File: config.mk
export PLATFORM = sky130hd
export DESIGN_NAME = cpu_clock_ctrl
export DESIGN_NICKNAME = d
export VERILOG_FILES = /design/src/rtl/cpu_clock_ctrl.sv
export SDC_FILE = /design/constraint.sdc
export NUM_CORES = 1
export LEC_CHECK = 0
export BUFFER_PORTS_ARGS = -buffer_cell sky130_fd_sc_hd__buf_2
export CAP_MARGIN = 25
export CORE_ASPECT_RATIO = 0.9
export CORE_MARGIN = 4
export CORE_UTILIZATION = 25
export CTS_CLUSTER_SIZE = 24
export DETAILED_ROUTE_END_ITERATION = 7
export GPL_TIMING_DRIVEN = 0
export PLACE_DENSITY = 0.51
export SLEW_MARGIN = 20
export SYNTH_ARGS = -nofsm -noshare
export SYNTH_HDL_FRONTEND = slang
export SYNTH_SLANG_ARGS = --single-unit
File: constraint.sdc
create_clock -name Clock -period 2.15 [get_ports Clock]
set_input_delay 0.1075 -clock Clock [delete_from_list [all_inputs] [get_ports Clock]]
set_output_delay 0.1075 -clock Clock [all_outputs]
set_load 0.01 [all_outputs]
File: src/rtl/cpu_clock_ctrl.sv
// -----------------------------------------------------------------------------
// cpu_clock_ctrl
//
// Generates the XM23 CPU execution clock (cpu_clk) from the 50 MHz board clock.
// Two modes:
//   * single-step: one full cpu_clk period per debounced KEY[0] press
//   * continuous run: back-to-back periods, halting at the hardware breakpoint
//     or when the core sets the PSW SLP bit
// Once a period has started it always completes, so cpu_clk never carries a
// truncated pulse.
//
// Optional feature (compile-time macro CPU_CLOCK_STEP_COUNTER_EN):
//   defined   -> step_count counts completed cpu_clk periods (wraps, cleared
//                by Reset)
//   undefined -> no counter logic, step_count is tied to 0
//
// Ports:
//   Clock           board clock, all state changes on its rising edge
//   Reset           synchronous, active-high reset
//   key_step_n      raw KEY[0] level, active low, asynchronous to Clock
//   run_mode        1 = continuous run, 0 = single-step
//   bkpt_en         1 = breakpoint compare armed
//   breakpnt[15:0]  breakpoint address
//   PC[15:0]        current R7 from the core
//   slp             PSW SLP bit from the core
//   instr_boundary  core sits at an instruction-fetch boundary
//   cpu_clk         generated CPU clock (registered)
//   running         high in RUN
//   bkpt_hit        high in BKPT
//   step_count[31:0] completed cpu_clk periods (see macro above)
// -----------------------------------------------------------------------------
module cpu_clock_ctrl #(
    parameter int DEBOUNCE_CYCLES = 50000,
    parameter int HALF_PERIOD     = 25,
    parameter int DB_W            = 16
) (
    input  logic        Clock,
    input  logic        Reset,
    input  logic        key_step_n,
    input  logic        run_mode,
    input  logic        bkpt_en,
    input  logic [15:0] breakpnt,
    input  logic [15:0] PC,
    input  logic        slp,
    input  logic        instr_boundary,
    output logic        cpu_clk,
    output logic        running,
    output logic        bkpt_hit,
    output logic [31:0] step_count
);

    localparam int HC_W = (HALF_PERIOD > 1) ? $clog2(HALF_PERIOD) : 1;
    localparam logic [DB_W-1:0] DB_LAST = DB_W'(DEBOUNCE_CYCLES - 1);
    localparam logic [HC_W-1:0] HC_LAST = HC_W'(HALF_PERIOD - 1);

    localparam logic [2:0] S_IDLE     = 3'd0;
    localparam logic [2:0] S_STEP     = 3'd1;
    localparam logic [2:0] S_RUN      = 3'd2;
    localparam logic [2:0] S_BKPT     = 3'd3;
    localparam logic [2:0] S_STEP_OUT = 3'd4;

    // Key synchroniser and debouncer (key levels are active low: 1 = released)
    logic            key_meta_q, key_meta_d;
    logic            key_sync_q, key_sync_d;
    logic            key_acc_q,  key_acc_d;
    logic [DB_W-1:0] db_cnt_q,   db_cnt_d;
    logic            step_req_q, step_req_d;

    // Period generator and state machine
    logic [2:0]      state_q,    state_d;
    logic            cpu_clk_q,  cpu_clk_d;
    logic [HC_W-1:0] half_cnt_q, half_cnt_d;

    logic active;
    logic half_last;
    logic period_end;
    logic bkpt_match;
    logic start_period;

    always_comb begin
        key_meta_d = key_step_n;
        key_sync_d = key_meta_q;
    end

    // The accepted level only flips after DEBOUNCE_CYCLES consecutive samples
    // that disagree with it; any agreeing sample restarts the count.
    always_comb begin
        key_acc_d  = key_acc_q;
        db_cnt_d   = db_cnt_q;
        step_req_d = 1'b0;
        if (key_sync_q == key_acc_q) begin
            db_cnt_d = '0;
        end else if (db_cnt_q == DB_LAST) begin
            key_acc_d  = key_sync_q;
            db_cnt_d   = '0;
            step_req_d = ~key_sync_q;   // only released-to-pressed requests a step
        end else begin
            db_cnt_d = db_cnt_q + DB_W'(1);
        end
    end

    assign active     = (state_q == S_STEP) || (state_q == S_RUN) || (state_q == S_STEP_OUT);
    assign half_last  = (half_cnt_q == HC_LAST);
    assign period_end = active && !cpu_clk_q && half_last;
    assign bkpt_match = bkpt_en && instr_boundary && (PC == breakpnt);

    always_comb begin
        state_d      = state_q;
        start_period = 1'b0;
        case (state_q)
            S_IDLE: begin
                if (step_req_q) begin
                    state_d      = S_STEP;
                    start_period = 1'b1;
                end else if (run_mode && !slp) begin
                    state_d      = S_RUN;
                    start_period = 1'b1;
                end
            end
            S_STEP: begin
                if (period_end) state_d = S_IDLE;
            end
            S_RUN: begin
                if (period_end) begin
                    if (!run_mode || slp) begin
                        state_d = S_IDLE;
                    end else if (bkpt_match) begin
                        state_d = S_BKPT;
                    end else begin
                        start_period = 1'b1;
                    end
                end
            end
            S_BKPT: begin
                if (step_req_q) begin
                    state_d      = S_STEP_OUT;
                    start_period = 1'b1;
                end else if (!run_mode) begin
                    state_d = S_IDLE;
                end
            end
            S_STEP_OUT: begin
                // No breakpoint compare here: the core must be allowed to
                // move off the breakpoint PC.
                if (period_end) begin
                    if (run_mode && !slp) begin
                        state_d      = S_RUN;
                        start_period = 1'b1;
                    end else begin
                        state_d = S_IDLE;
                    end
                end
            end
            default: state_d = S_IDLE;
        endcase
    end

    // A period is HALF_PERIOD cycles high followed by HALF_PERIOD cycles low.
    // Starting a period raises cpu_clk on the very next edge.
    always_comb begin
        cpu_clk_d  = 1'b0;
        half_cnt_d = '0;
        if (start_period) begin
            cpu_clk_d  = 1'b1;
            half_cnt_d = '0;
        end else if (active && !period_end) begin
            cpu_clk_d = cpu_clk_q;
            if (half_last) begin
                cpu_clk_d  = 1'b0;
                half_cnt_d = '0;
            end else begin
                half_cnt_d = half_cnt_q + HC_W'(1);
            end
        end
    end

    always_ff @(posedge Clock) begin
        if (Reset) begin
            key_meta_q <= 1'b1;
            key_sync_q <= 1'b1;
            key_acc_q  <= 1'b1;
            db_cnt_q   <= '0;
            step_req_q <= 1'b0;
            state_q    <= S_IDLE;
            cpu_clk_q  <= 1'b0;
            half_cnt_q <= '0;
        end else begin
            key_meta_q <= key_meta_d;
            key_sync_q <= key_sync_d;
            key_acc_q  <= key_acc_d;
            db_cnt_q   <= db_cnt_d;
            step_req_q <= step_req_d;
            state_q    <= state_d;
            cpu_clk_q  <= cpu_clk_d;
            half_cnt_q <= half_cnt_d;
        end
    end

`ifdef CPU_CLOCK_STEP_COUNTER_EN
    logic [31:0] step_cnt_q, step_cnt_d;

    always_comb begin
        step_cnt_d = step_cnt_q + 32'(period_end);
    end

    always_ff @(posedge Clock) begin
        if (Reset) begin
            step_cnt_q <= '0;
        end else begin
            step_cnt_q <= step_cnt_d;
        end
    end

    assign step_count = step_cnt_q;
`else
    assign step_count = '0;
`endif

    assign cpu_clk  = cpu_clk_q;
    assign running  = (state_q == S_RUN);
    assign bkpt_hit = (state_q == S_BKPT);

endmodule
==> impl_summary.log <==
[metrics] Worst path top cell family by delay: simple AND/OR/NAND/NOR gates
[metrics] first-pass GRT wire length: 5730 um
[metrics] number of nets with antenna violations after detailed routing: 0
[metrics] share of post-route cells with drive strength above 1: 32.1%
[metrics] Clock Sinks: 29
[metrics] Inst Count DP: 369
[metrics] CP bufs+invs: 1
[metrics] Required @ worst endpoint: 2.33 ns
[metrics] Core Area: 6760 sq um
[metrics] Crit path arrival time: 1.88 ns
[metrics] YS warnings: 0
[metrics] DRC violation count after routing: 0
[metrics] Avg Vias per Cell: 3.72
[metrics] number of nets at the end of the flow: 328
[metrics] post-synthesis async set-or-reset flop share: 0%
[metrics] most common library cells after synthesis: buf_4 (35), dfxtp_1 (29), nor2_1 (28)
[metrics] Max-cap violations: 0
[metrics] upper clock frequency limit: 586 MHz
[metrics] Gate Count Post-Synth: 208
[metrics] Worst-path clk slew: 0.07 ns
[metrics] routed wirelength normalized by instance count: 8.74 um
[metrics] global-route usage over all layers: 8.22%
[metrics] area of the die: 8540 sq um
[metrics] vertical die dimension: 88.1 um
[metrics] highest-delay cell along the critical path: dfxtp_1
[metrics] Starting Density: 26.3%
[metrics] maximum number of pins on one net before global-route repair: 11
[metrics] sequential element share of the synthesized area: 32.6%
[metrics] critical path fanouts, max: 10
[metrics] post-route insts no fill: 377
[metrics] drt pass-1 iters: 4
[metrics] run status: complete, no violations
[metrics] Syn Std Cell Area: 1780 sq um
[metrics] clock latency on the worst-skew pair: 0.29 ns
[metrics] setup slack of the critical path after layout: 0.444 ns
[metrics] total power per unit cell area: 641 nW/um^2
[metrics] worst slack on hold paths: 0.0202 ns
[metrics] Post-CTS Setup Inserts: 0
[metrics] Iter 0 DRT Violations: 25
[metrics] most common flop cell mapped by yosys: dfxtp_1
[metrics] crit path cell chain: ha_1 > and3_1 > nand4_1 > nand2_1 > buf_4 > nor2_1
[metrics] leading cell types by total area after synthesis: dfxtp_1 (33%), buf_4 (15%), xnor2_1 (11%), nor2_1 (5.9%), xor2_1 (5.4%)
[metrics] mean post-synth cell area: 8.56 sq um
[metrics] cts bufs inserted: 5
[metrics] Max Transition Viols Final: 0
[metrics] leakage power summed over all cells: 1.03 nW
[metrics] setup tns final: 0 ns
[metrics] number of rows created at floorplan: 28
[metrics] final count of negative-setup-slack endpoints: 0
[metrics] Crit Path Category: reg2reg
[metrics] unrepaired setup endpoints after global routing: no
[metrics] number of enable flip-flop cells after synthesis: 0
[metrics] number of antenna violations at the first check in global routing: 0
[metrics] start of the worst register-to-register path: db_cnt_q[0]
[metrics] worst setup slack after placement: 0.421 ns
[metrics] horizontal die dimension: 97.0 um
[metrics] count leader, synth: buf_4
[metrics] wire length after detailed routing: 3290 um
[metrics] Critical Path Source: db_cnt_q[0]
[metrics] maximum cell stage delay along the critical path: 0.38 ns
[metrics] startpoint of the tightest hold check path: key_step_n
[metrics] post-synthesis cell type with the largest combined area: dfxtp_1
[metrics] IR drop worst, VDD: 0.292 mV
[metrics] post_cts resized: 0
[metrics] count of different cell masters after synthesis: 39
[metrics] area growth from synthesis to layout: 30.6%
[metrics] sort of element at the end of the critical path: flop
[metrics] number of ports placed on the die boundary: 74
[metrics] critical path startpoint category: flop
[metrics] number of antenna repair diodes: 0
[metrics] Post-DP HPWL: 2610 um
[metrics] CTS tree: done
[metrics] via count: 1404
[metrics] grt ovf: 0
[metrics] number of global-route vias before repair: 1357
[metrics] post-synthesis sequential element count: 29
[metrics] class of the tightest hold or removal check: in2reg
[metrics] RePlAce Congestion: 0.760
[metrics] H-tree depth: 2
[metrics] Final period util: 79.4%
[metrics] worst clock skew: 0.00822 ns
[metrics] number of I/O port buffers: 40
[metrics] Final min period: 1.71 ns
[metrics] Max Root-Sink Buffers: 2
[metrics] Post-CTS Hold Fix Bufs: 0
[metrics] clock root buffer master: clkbuf_8
[metrics] top-area cell type share of the netlist area: 32.6%
[metrics] final hold violation count: 0
==> where the power goes <==
group / leakage, nW / switching [mW] / total, mW / internal [mW]
clock: 0.0585 / 0.216 / 0.594 / 0.377
combinational: 0.735 / 0.159 / 0.328 / 0.169
sequential: 0.235 / 0.0150 / 0.571 / 0.556
total: 1.03 / 0.390 / 1.49 / 1.10
==> cell usage in the layout (no fill, tap or decap), types with 3 or more instances in the layout <==
| cell | Yosys | final |
|---|---|---|
| conb_1 | 1 | 32 |
| o21ai_0 | 3 | 3 |
| and3_1 | 4 | 4 |
| xnor2_1 | 23 | 23 |
| buf_4 | 35 | 35 |
| nand3_1 | 9 | 9 |
| buf_2 | 1 | 41 |
| nor2_1 | 28 | 28 |
| ha_1 | 3 | 3 |
| nand2b_1 | 3 | 3 |
| xor2_1 | 11 | 11 |
| nand2_1 | 12 | 12 |
| nor3_1 | 4 | 4 |
| clkbuf_8 | 0 | 6 |
| inv_1 | 5 | 5 |
| mux2i_1 | 3 | 3 |
| dfxtp_1 | 29 | 29 |
| nand4_1 | 6 | 6 |
==> kinds of logic after synthesis <==
family / Yosys count / share of synthesized area (%)
XOR/XNOR: 34 / 16.7
adder cells (fa/ha/maj): 3 / 2.11
other: 1 / 0.211
multiplexers: 3 / 1.69
flip-flops: 29 / 32.6
buffers and inverters: 42 / 16.3
AND/OR/NAND/NOR: 82 / 23.8
AO/OA/AOI/OAI: 14 / 6.61
==> per-layer routing <==
metal  share of wire, %  wire [um]  global-route usage, %  vias up
li1                   -          -                      -      782
met1                 46       1510                   9.83      567
met2                 44       1430                   12.8       47
met3                8.6        283                   3.42        8
met4                2.1         68                   4.21        0
met5                  0          0                      0        -
==> worst paths after layout <==
kind | slack [ns] | cells after the start | endpoint
max | 0.44 | 6 | db_cnt_q[11]
max reg2reg | 0.44 | 6 | db_cnt_q[11]
min reg2reg | 0.40 | 1 | key_sync_q
min | 0.02 | 2 | key_meta_q
==> per-stage QoR <==
stage,util (%),total power [mW],cell area [sq um]
after floorplan,-,0.833,1900
after global placement,32.7,0.911,2210
after detailed placement,32.7,0.910,2210
after CTS,34.4,1.51,2330
after global routing,34.4,1.58,2330
final,34.4,1.49,2330
==> cell type report <==
class	count	area [sq um]
clock inverters	1	30.0
inverters	5	18.8
multi-input cells	168	1030
repair buffers	40	200
flip-flops and latches	29	581
well taps	90	113
plain buffers	37	272
clock buffers	7	86.3
fillers	730	4440
==> sequential cells by signal (all words and copies together), names as in the netlist <==
name	cells
db_cnt_q	16
half_cnt_q	5
state_q	3
cpu_clk	1
key_acc_q	1
key_meta_q	1
key_sync_q	1
step_req_q	1
Power figures use the tool's default switching activity.
